### src/rtl/bin_frac_seq_div_pkg.sv
// Shared definitions for the fractional multiply/divide blocks.
//   FRAC_N  : operand width. The multiplier and its bench use it too.
//   state_t : divider sequencer states.
package bin_frac_seq_div_pkg;
    localparam int FRAC_N = 7;

    typedef enum logic [1:0] {
        IDLE = 2'd0,
        CALC = 2'd1,
        DONE = 2'd2
    } state_t;
endpackage

### src/rtl/bin_frac_seq_div_seq_iter_counter.sv
// Iteration counter for bit-serial arithmetic sequencers.
//   clk, rst : clock, synchronous active-high reset
//   clr      : load edge, restart the count at 0 (wins over en)
//   en       : advance by one
//   last     : count is at N-1, so the current iteration is the final one
module seq_iter_counter #(
    parameter int N = 7
) (
    input  logic clk,
    input  logic rst,
    input  logic clr,
    input  logic en,
    output logic last
);
    localparam int W = (N > 1) ? $clog2(N) : 1;

    logic [W-1:0] count_q, count_d;

    always_comb begin
        count_d = count_q;
        if (clr)     count_d = '0;
        else if (en) count_d = count_q + W'(1);
    end

    always_ff @(posedge clk) begin
        if (rst) count_q <= '0;
        else     count_q <= count_d;
    end

    assign last = (count_q == W'(N - 1));
endmodule

### src/rtl/bin_frac_seq_div.sv
// Sequential restoring divider: 2N-bit dividend / N-bit divisor, one
// quotient bit per clock. With dividend[2N-1:N] < divisor the quotient is
// the N-bit fraction dividend / (divisor * 2^N).
//   clk, rst    : clock, synchronous active-high reset
//   start       : load operands and (re)start, honoured in every state
//   dividend    : 2N-bit unsigned, captured on the start edge
//   divisor     : N-bit unsigned, captured on the start edge
//   done        : results valid
//   quotient    : N-bit quotient (valid with done)
//   remainder   : N-bit remainder (valid with done)
//   overflow    : quotient does not fit in N bits (valid with done)
//   div_by_zero : divisor was zero (valid with done)
module bin_frac_seq_div
    import bin_frac_seq_div_pkg::*;
#(
    parameter int N = FRAC_N
) (
    input  logic           clk,
    input  logic           rst,
    input  logic           start,
    input  logic [2*N-1:0] dividend,
    input  logic [N-1:0]   divisor,
    output logic           done,
    output logic [N-1:0]   quotient,
    output logic [N-1:0]   remainder,
    output logic           overflow,
    output logic           div_by_zero
);
    state_t       state_q, state_d;
    logic [N:0]   r_q, r_d;      // partial remainder
    logic [N-1:0] q_q, q_d;      // low dividend bits shifting out, quotient bits shifting in
    logic [N-1:0] d_q, d_d;
    logic         ovf_q, ovf_d;
    logic         dbz_q, dbz_d;
    logic         done_q, done_d;

    logic         cnt_clr, cnt_en, cnt_last;
    logic [N-1:0] hi;
    logic [N+1:0] r_sh, t;

    seq_iter_counter #(.N(N)) u_cnt (
        .clk  (clk),
        .rst  (rst),
        .clr  (cnt_clr),
        .en   (cnt_en),
        .last (cnt_last)
    );

    assign hi   = dividend[2*N-1:N];
    // R[N] is always 0 between iterations (R < D), so {R, Qmsb} is the
    // shifted remainder already zero-extended to N+2 bits.
    assign r_sh = {r_q, q_q[N-1]};
    assign t    = r_sh - {2'b00, d_q};

    always_comb begin
        state_d = state_q;
        r_d     = r_q;
        q_d     = q_q;
        d_d     = d_q;
        ovf_d   = ovf_q;
        dbz_d   = dbz_q;
        cnt_clr = 1'b0;
        cnt_en  = 1'b0;

        if (start) begin
            cnt_clr = 1'b1;
            d_d     = divisor;
            ovf_d   = 1'b0;
            dbz_d   = 1'b0;
            if (divisor == '0) begin
                state_d = DONE;
                dbz_d   = 1'b1;
                ovf_d   = 1'b1;
                q_d     = '1;
                r_d     = '0;
            end else if (hi >= divisor) begin
                state_d = DONE;
                ovf_d   = 1'b1;
                q_d     = '1;
                r_d     = {1'b0, hi};
            end else begin
                state_d = CALC;
                r_d     = {1'b0, hi};
                q_d     = dividend[N-1:0];
            end
        end else if (state_q == CALC) begin
            cnt_en = 1'b1;
            if (!t[N+1]) begin
                r_d = t[N:0];
                q_d = {q_q[N-2:0], 1'b1};
            end else begin
                r_d = r_sh[N:0];
                q_d = {q_q[N-2:0], 1'b0};
            end
            if (cnt_last) state_d = DONE;
        end

        done_d = (state_d == DONE);
    end

    always_ff @(posedge clk) begin
        if (rst) begin
            state_q <= IDLE;
            r_q     <= '0;
            q_q     <= '0;
            d_q     <= '0;
            ovf_q   <= 1'b0;
            dbz_q   <= 1'b0;
            done_q  <= 1'b0;
        end else begin
            state_q <= state_d;
            r_q     <= r_d;
            q_q     <= q_d;
            d_q     <= d_d;
            ovf_q   <= ovf_d;
            dbz_q   <= dbz_d;
            done_q  <= done_d;
        end
    end

    assign done        = done_q;
    assign quotient    = q_q;
    assign remainder   = r_q[N-1:0];
    assign overflow    = ovf_q;
    assign div_by_zero = dbz_q;
endmodule
### config.mk
export PLATFORM = sky130hd
export DESIGN_NAME = bin_frac_seq_div
export DESIGN_NICKNAME = d
export VERILOG_FILES = /design/src/rtl/bin_frac_seq_div_pkg.sv /design/src/rtl/bin_frac_seq_div_seq_iter_counter.sv /design/src/rtl/bin_frac_seq_div.sv
export SDC_FILE = /design/constraint.sdc
export NUM_CORES = 1
export LEC_CHECK = 0
export ABC_AREA = 1
export CAP_MARGIN = 25
export CORE_ASPECT_RATIO = 0.8
export CORE_UTILIZATION = 45
export DETAILED_ROUTE_END_ITERATION = 10
export GPL_TIMING_DRIVEN = 0
export HOLD_SLACK_MARGIN = 0.05
export PLACE_DENSITY_LB_ADDON = 0.2
export SETUP_SLACK_MARGIN = 0.5
export SYNTH_ARGS = -nofsm -noshare
export SYNTH_HDL_FRONTEND = slang
export SYNTH_HIERARCHICAL = 1
export SYNTH_SLANG_ARGS = --single-unit
export TNS_END_PERCENT = 10
### constraint.sdc
create_clock -name clk -period 2.5 [get_ports clk]
set_input_delay 0.5 -clock clk [delete_from_list [all_inputs] [get_ports clk]]
set_output_delay 0.5 -clock clk [all_outputs]
set_load 0.005 [all_outputs]
==> results of run 1 <==
worst paths after layout:
kind                                          startpoint                    end  slack, ns  depth (start not counted)
worst max-delay path                          divisor[2]        done$_SDFF_PP0_       0.56                         13
worst max register to register  quotient[6]$_SDFFE_PP0P_    r_q[6]$_SDFFE_PP0P_       0.66                         13
worst min-delay path               overflow$_SDFFE_PP0P_  overflow$_SDFFE_PP0P_       0.49                          2
worst min register to register     overflow$_SDFFE_PP0P_  overflow$_SDFFE_PP0P_       0.49                          2
cell usage after synthesis, types with 4 or more instances:
cell and count:
nand2_1 66, buf_4 8, dfxtp_1 30, clkbuf_1 4
inv_1 55, o21ai_0 23, ha_1 16, a21oi_1 28
or2_2 6, nand3_1 22, nor2_1 15, nand3b_1 7
nand2_2 4
flip-flops by register name, indices dropped and copies added, names as in the netlist:
| signal | count |
|---|---|
| r_q | 8 |
| done | 1 |
| div_by_zero | 1 |
| state_q | 2 |
| overflow | 1 |
| u_cnt/count_q | 3 |
| quotient | 7 |
| d_q | 7 |
routing by layer:
metal,vias up,share of wire [%]
li1,1058,-
met1,899,47
met2,40,47
met3,4,5.4
met4,0,0.54
met5,-,0
power breakdown:
part | switching [W] | internal (W) | leakage (nW)
sequential | 0.0000243 | 0.000514 | 0.248
clock | 0.000186 | 0.000222 | 0.0482
combinational | 0.000259 | 0.000224 | 0.975
stage by stage:
step,cell area [µm²],utilization [%],power [W]
2_1_floorplan,2040,-,0.000836
3_3_place_gp,2510,58.9,0.000981
3_5_place_dp,2510,58.9,0.000987
4_1_cts,2660,62.4,0.00141
5_1_grt,2740,64.3,0.00153
6_report,2740,64.3,0.00143
area by class of cell:
cell class	count	area share, %
multi-input cells	205	45.9
flip-flops and latches	30	22.0
well taps	57	2.61
repair buffers	41	15.4
clock buffers	7	3.16
clock inverters	1	0.183
inverters	56	7.69
plain buffers	14	3.11
worst max-delay path, cell delays in order:
cell and delay, ns:
clkdlybuf4s50_1 0.50, inv_2 0.07, ha_4 0.29, nand2_2 0.05, o21ai_2 0.12, o21ai_2 0.09, nand2_2 0.08, nand2_4 0.09
nand2_4 0.10, nand2_1 0.05, nand2_1 0.05, nand2_1 0.06, nor2_1 0.11
what timing repair did:
| action | CTS | global route |
|---|---|---|
| gates resized for setup | 7 | 18 |
| endpoints found under the setup margin | 11 | 23 |
| setup buffers | 1 | 0 |
| pin swaps | 3 | 8 |
logic make-up (layout without fill, tap and decap cells):
group,after synthesis,count (layout),synth area share [%]
AND/OR/NAND/NOR,130,130,30.2
AO/OA/AOI/OAI,56,56,14.1
buffers and inverters,70,119,14.5
XOR/XNOR,2,2,0.860
flip-flops,30,30,29.5
adder cells (fa/ha/maj),17,17,10.8
==> impl_results.md, run 1 <==
* Status: complete, no violations
* M3 GR Usage at under 10%
* Die Span Y at 62.2 µm
* Sink Count at 30
* Area of the mapped netlist at 2040 µm²
* Area Overhead vs Synth at 34.3%
* Worst-path clk slew at ~0.06 ns
* Layout net count at 394
* Startpoint types: input pin
* Worst Path Class, Setup: input pin to flip-flop
* Commonest non-fill, non-tap cells in the layout: nand2_1, inv_1, clkdlybuf4s50_1
* Minimum clock period at ~1.9 ns
* Unique masters post-synth at 28
* Crit share post-route at roughly 77%
* Core area at between 4000 and 5000 µm²
* Post-synthesis cell count at ~310
* Global route overflow at 0
* Mapped Avg Cell Area at between 6 and 7 µm²
* Met1 Track Usage GR at 31.0%
* Area occupied by multi-input gates at 1260 µm²
* Unrepaired setup endpoints after global routing: true
* Dominant cell type by area after synthesis: dfxtp_1
* Register Area at around 600 µm²
* Final Hold Violating Endpoints at 0
* Leak at roughly 1.3 nW
* Worst VDD drop at ~0.32 mV
* Vias per cell at between 4 and 5
* Worst hold path class: flip-flop to flip-flop
* Final Setup Violations at 0
* PD cells at 522 nW/µm²
* Synthesis-stage register bit count at 30
* I/O Buffers at 40
* Hold buffers post-CTS at 0
* CTS tree: done
* Yosys top cell area share at between 20% and 30%
* Largest cells by area after synthesis: dfxtp_1, nand2_1, inv_1
* Pre-Repair DR Iteration Count at 4
* Total die area at slightly below 5000 µm²
* FFs w/ async S/R, synth at 0%
* GP Congestion at approximately 0.86
* Setup Total Neg Slack at 0 ns
* Antenna-violating nets left at 0
* # rows at 21
* Post-Place Setup Slack at -0.0430 ns
* Register area share after synthesis at between 20% and 30%
* Fin cells at between 400 and 500
* Share of post-route cells with drive strength above 1 at 16.1%
* Post-Route WL at 5.04 mm
* Crit Path Max Fanout at 8
* DR vias at around 2000
* Placed Cells at 402
* Slew @ Worst Pin at around 0.58 ns
* Initial antenna violation count at 0
* Longest Clk Path Bufs at 2
* Max_cap viols at 0
* Htree depth at 2
* Die Wd at 77.2 µm
* Main synth FF type: dfxtp_1
* Ys Warns at 6
* Largest net degree at the start of global routing at 15
* Final hold slack at 0.485 ns
* Routed WL per cell at roughly 12 µm
* Final worst slack at about 0.56 ns
* F_max at just over 0.5 GHz
* Root buf cell: clkbuf_8
* Fillers at 412
* Busiest metal layer after global routing: met2
* GRT Util Overall at around 22%
* Vias in the first global route at 1866
* Rel. slew slack at around three fifths
* CP endpoint kind: flip-flop
* Iter 0 DRT Violations at around 120
* # diodes at 0
* Crit path DAT at approximately 2.2 ns
* WP data required at between 2 and 3 ns
* CTS buffer count at 5
* DR DRC count at 0
* Post-synth EDFFs at 0
* Final Skew at between 0.004 and 0.005 ns
* Global-route track usage on met2 at 33.1%
* I/O Pins at just over 40
* First-pass GRT wire length at approximately 8.4 mm
* Syn Nets at approximately 350
* Skew-Pair Late Insertion Delay at ~0.28 ns
* DP Wirelength at ~3.7 mm
* Pins Over Slew Limit at 0
* Initial Utilization at 47.9%
* Most common cell after layout, fill and taps aside: nand2_1
(Power assumes the default switching activity.)
==> inputs of run 2 (changes only) <==
==> constraint.sdc (replaced) <==
create_clock -name clk -period 1.7 [get_ports clk]
set_input_delay 0.34 -clock clk [delete_from_list [all_inputs] [get_ports clk]]
set_output_delay 0.34 -clock clk [all_outputs]
set_load 0.005 [all_outputs]
==> run 2 against run 1 <==
The flow now finishes with violations (setup timing). Worst hold slack worse by 0.16 ns. Utilization up 7.5 points. Cell count up 3.2%. Setup slack worse by 0.67 ns. Sequential share of layout area down 1.9 points. Count of clock-buffer cells in the layout down 2. Clock power up 35%. First-iteration DRC count down 14%. Cell area up 12%. Sequential power up 48%. Clock skew up 0.0042 ns. Total power up 55%. Critical path type is now flip-flop to flip-flop.
==> impl_results.md, run 2 (synthesized netlist as in run 1, its figures left out) <==
* Status: finished with violations
* Failing checks: setup timing
* Fillers at between 300 and 400
* Final worst slack at -0.105 ns
* Final instance area at 3060 µm²
* Minimum clock period at ~1.8 ns
* Final Setup Violations at 9
* Sink Count at 30
* Max FFs per register at 8
* Unrepaired setup endpoints after global routing: true
* Iter 0 DRT Violations at approximately 110
* Root buf cell: clkbuf_8
* I/O Buffers at 40
* DR vias at about 2100
* GP Congestion at between 0.9 and 1
* Skew-Pair Late Insertion Delay at 0.29 ns
* Pre-Repair DR Iteration Count at 4
* Global route overflow at 0
* First-pass GRT wire length at about 9.4 mm
* Area occupied by multi-input gates at ~1400 µm²
* Worst Path Class, Setup: flip-flop to flip-flop
* Worst VDD drop at 0.494 mV
* Share of post-route cells with drive strength above 1 at a little over a third
* Max_cap viols at 0
* Register Area at just over 600 µm²
* GRT Util Overall at 24.9%
* I/O Pins at between 40 and 50
* Area Overhead vs Synth at 50.0%
* Antenna-violating nets left at 0
* Layout net count at around 410
* Total die area at between 4000 and 5000 µm²
* Slew @ Worst Pin at 0.645 ns
* Worst-path clk slew at about 0.06 ns
* Leak at 1.41 nW
* Post-Route WL at between 5 and 6 mm
* Crit path DAT at 2.02 ns
* PD cells at between 700 and 800 nW/µm²
* Largest net degree at the start of global routing at 15
* Initial Utilization at 47.9%
* DP Wirelength at around 4.0 mm
* CTS tree: done
* Vias per cell at ~5.1
* Initial antenna violation count at 0
* Worst hold path class: input pin to flip-flop
* Crit share post-route at 106%
* Total power at 0.00221 W
* # rows at 21
* Pins Over Slew Limit at 0
* Htree depth at 2
* Die Span Y at roughly 62 µm
* Placed Cells at ~400
* Vias in the first global route at between 1500 and 2000
* Post-Place Setup Slack at -0.712 ns
* Core area at 4260 µm²
* Most common cell after layout, fill and taps aside: nand2_1
* WP data required at about 1.9 ns
* CP endpoint kind: flip-flop
* Final Skew at slightly above 0.009 ns
* Area after DPL at between 2000 and 3000 µm²
* Routed WL per cell at between 10 and 15 µm
* DR DRC count at 0
* Rel. slew slack at 56.8%
* F_max at about 0.55 GHz
* Crit Path Max Fanout at 8
* Die Wd at slightly below 80 µm
* Most flops, register: r_q
* Hold buffers post-CTS at 0
* CTS buffer count at 5
* Commonest non-fill, non-tap cells in the layout: nand2_1, inv_1, dfxtp_1
* Final Hold Violating Endpoints at 0
* Setup Total Neg Slack at -0.764 ns
* Startpoint types: flip-flop
* Longest Clk Path Bufs at 2
* # diodes at 0
* Fin cells at approximately 420
## run 2: cell count changes in the layout (fill, tap and decap cells not counted), sizes merged
cell / before / now
clkinvlp: 0 / 1
clkdlybuf4s15: 0 / 9
inv: 56 / 55
clkdlybuf4s50: 40 / 14
dlygate4sd2: 0 / 5
buf: 11 / 39
clkinv: 1 / 2
clkbuf: 11 / 7
## run 2: final timing paths
kind                                       startpoint               endpoint  slack (ns)  cells past startpoint
worst max-delay path              d_q[0]$_SDFFE_PP0P_    r_q[0]$_SDFFE_PP0P_       -0.10                     12
worst min-delay path                       divisor[2]    d_q[2]$_SDFFE_PP0P_        0.32                      3
worst max register to register    d_q[0]$_SDFFE_PP0P_    r_q[0]$_SDFFE_PP0P_       -0.10                     12
worst min register to register  overflow$_SDFFE_PP0P_  overflow$_SDFFE_PP0P_        0.50                      2
## run 2: metal layers
layer / track usage, % / up-vias / part of all wire, %
li1: - / 1083 / -
met1: 34.2 / 993 / 47
met2: 38.9 / 60 / 47
met3: 5.00 / 10 / 5.0
met4: 7.55 / 0 / 1.3
met5: 0 / - / 0
## run 2: through the flow
step,utilization (%),hold slack [ns]
after global routing,71.8,0.332
final,71.8,0.324
after detailed placement,59.6,0.471
after global placement,59.6,0.471
after CTS,68.5,0.316
after floorplan,-,0.472
## run 2: layout make-up
| class | instances | area share (%) |
|---|---|---|
| plain buffers | 14 | 3.81 |
| clock buffers | 5 | 2.25 |
| clock inverters | 2 | 0.328 |
| inverters | 56 | 7.33 |
| multi-input cells | 205 | 47.3 |
| flip-flops and latches | 30 | 20.0 |
| well taps | 57 | 2.33 |
| repair buffers | 55 | 16.6 |
## run 2: critical path, stage by stage (launching register included)
cell	delay [ns]
dfxtp_1	0.37
ha_4	0.15
inv_2	0.04
fa_2	0.37
nand2_2	0.10
nand2_4	0.07
nand3_4	0.09
nand2_4	0.07
nand2_4	0.09
nand2_8	0.08
nand2_1	0.07
nand3_1	0.09
a21oi_2	0.16
## run 2: report_power, final
part / switching [W] / internal [W]
Combinational: 0.000467 / 0.000398
Sequential: 0.0000380 / 0.000759
Clock: 0.000278 / 0.000274
## run 2: timing repair
action,in CTS,in global routing
setup endpoints to repair,47,35
resized for setup,131,40
pin swaps,40,28
setup buffers,15,0
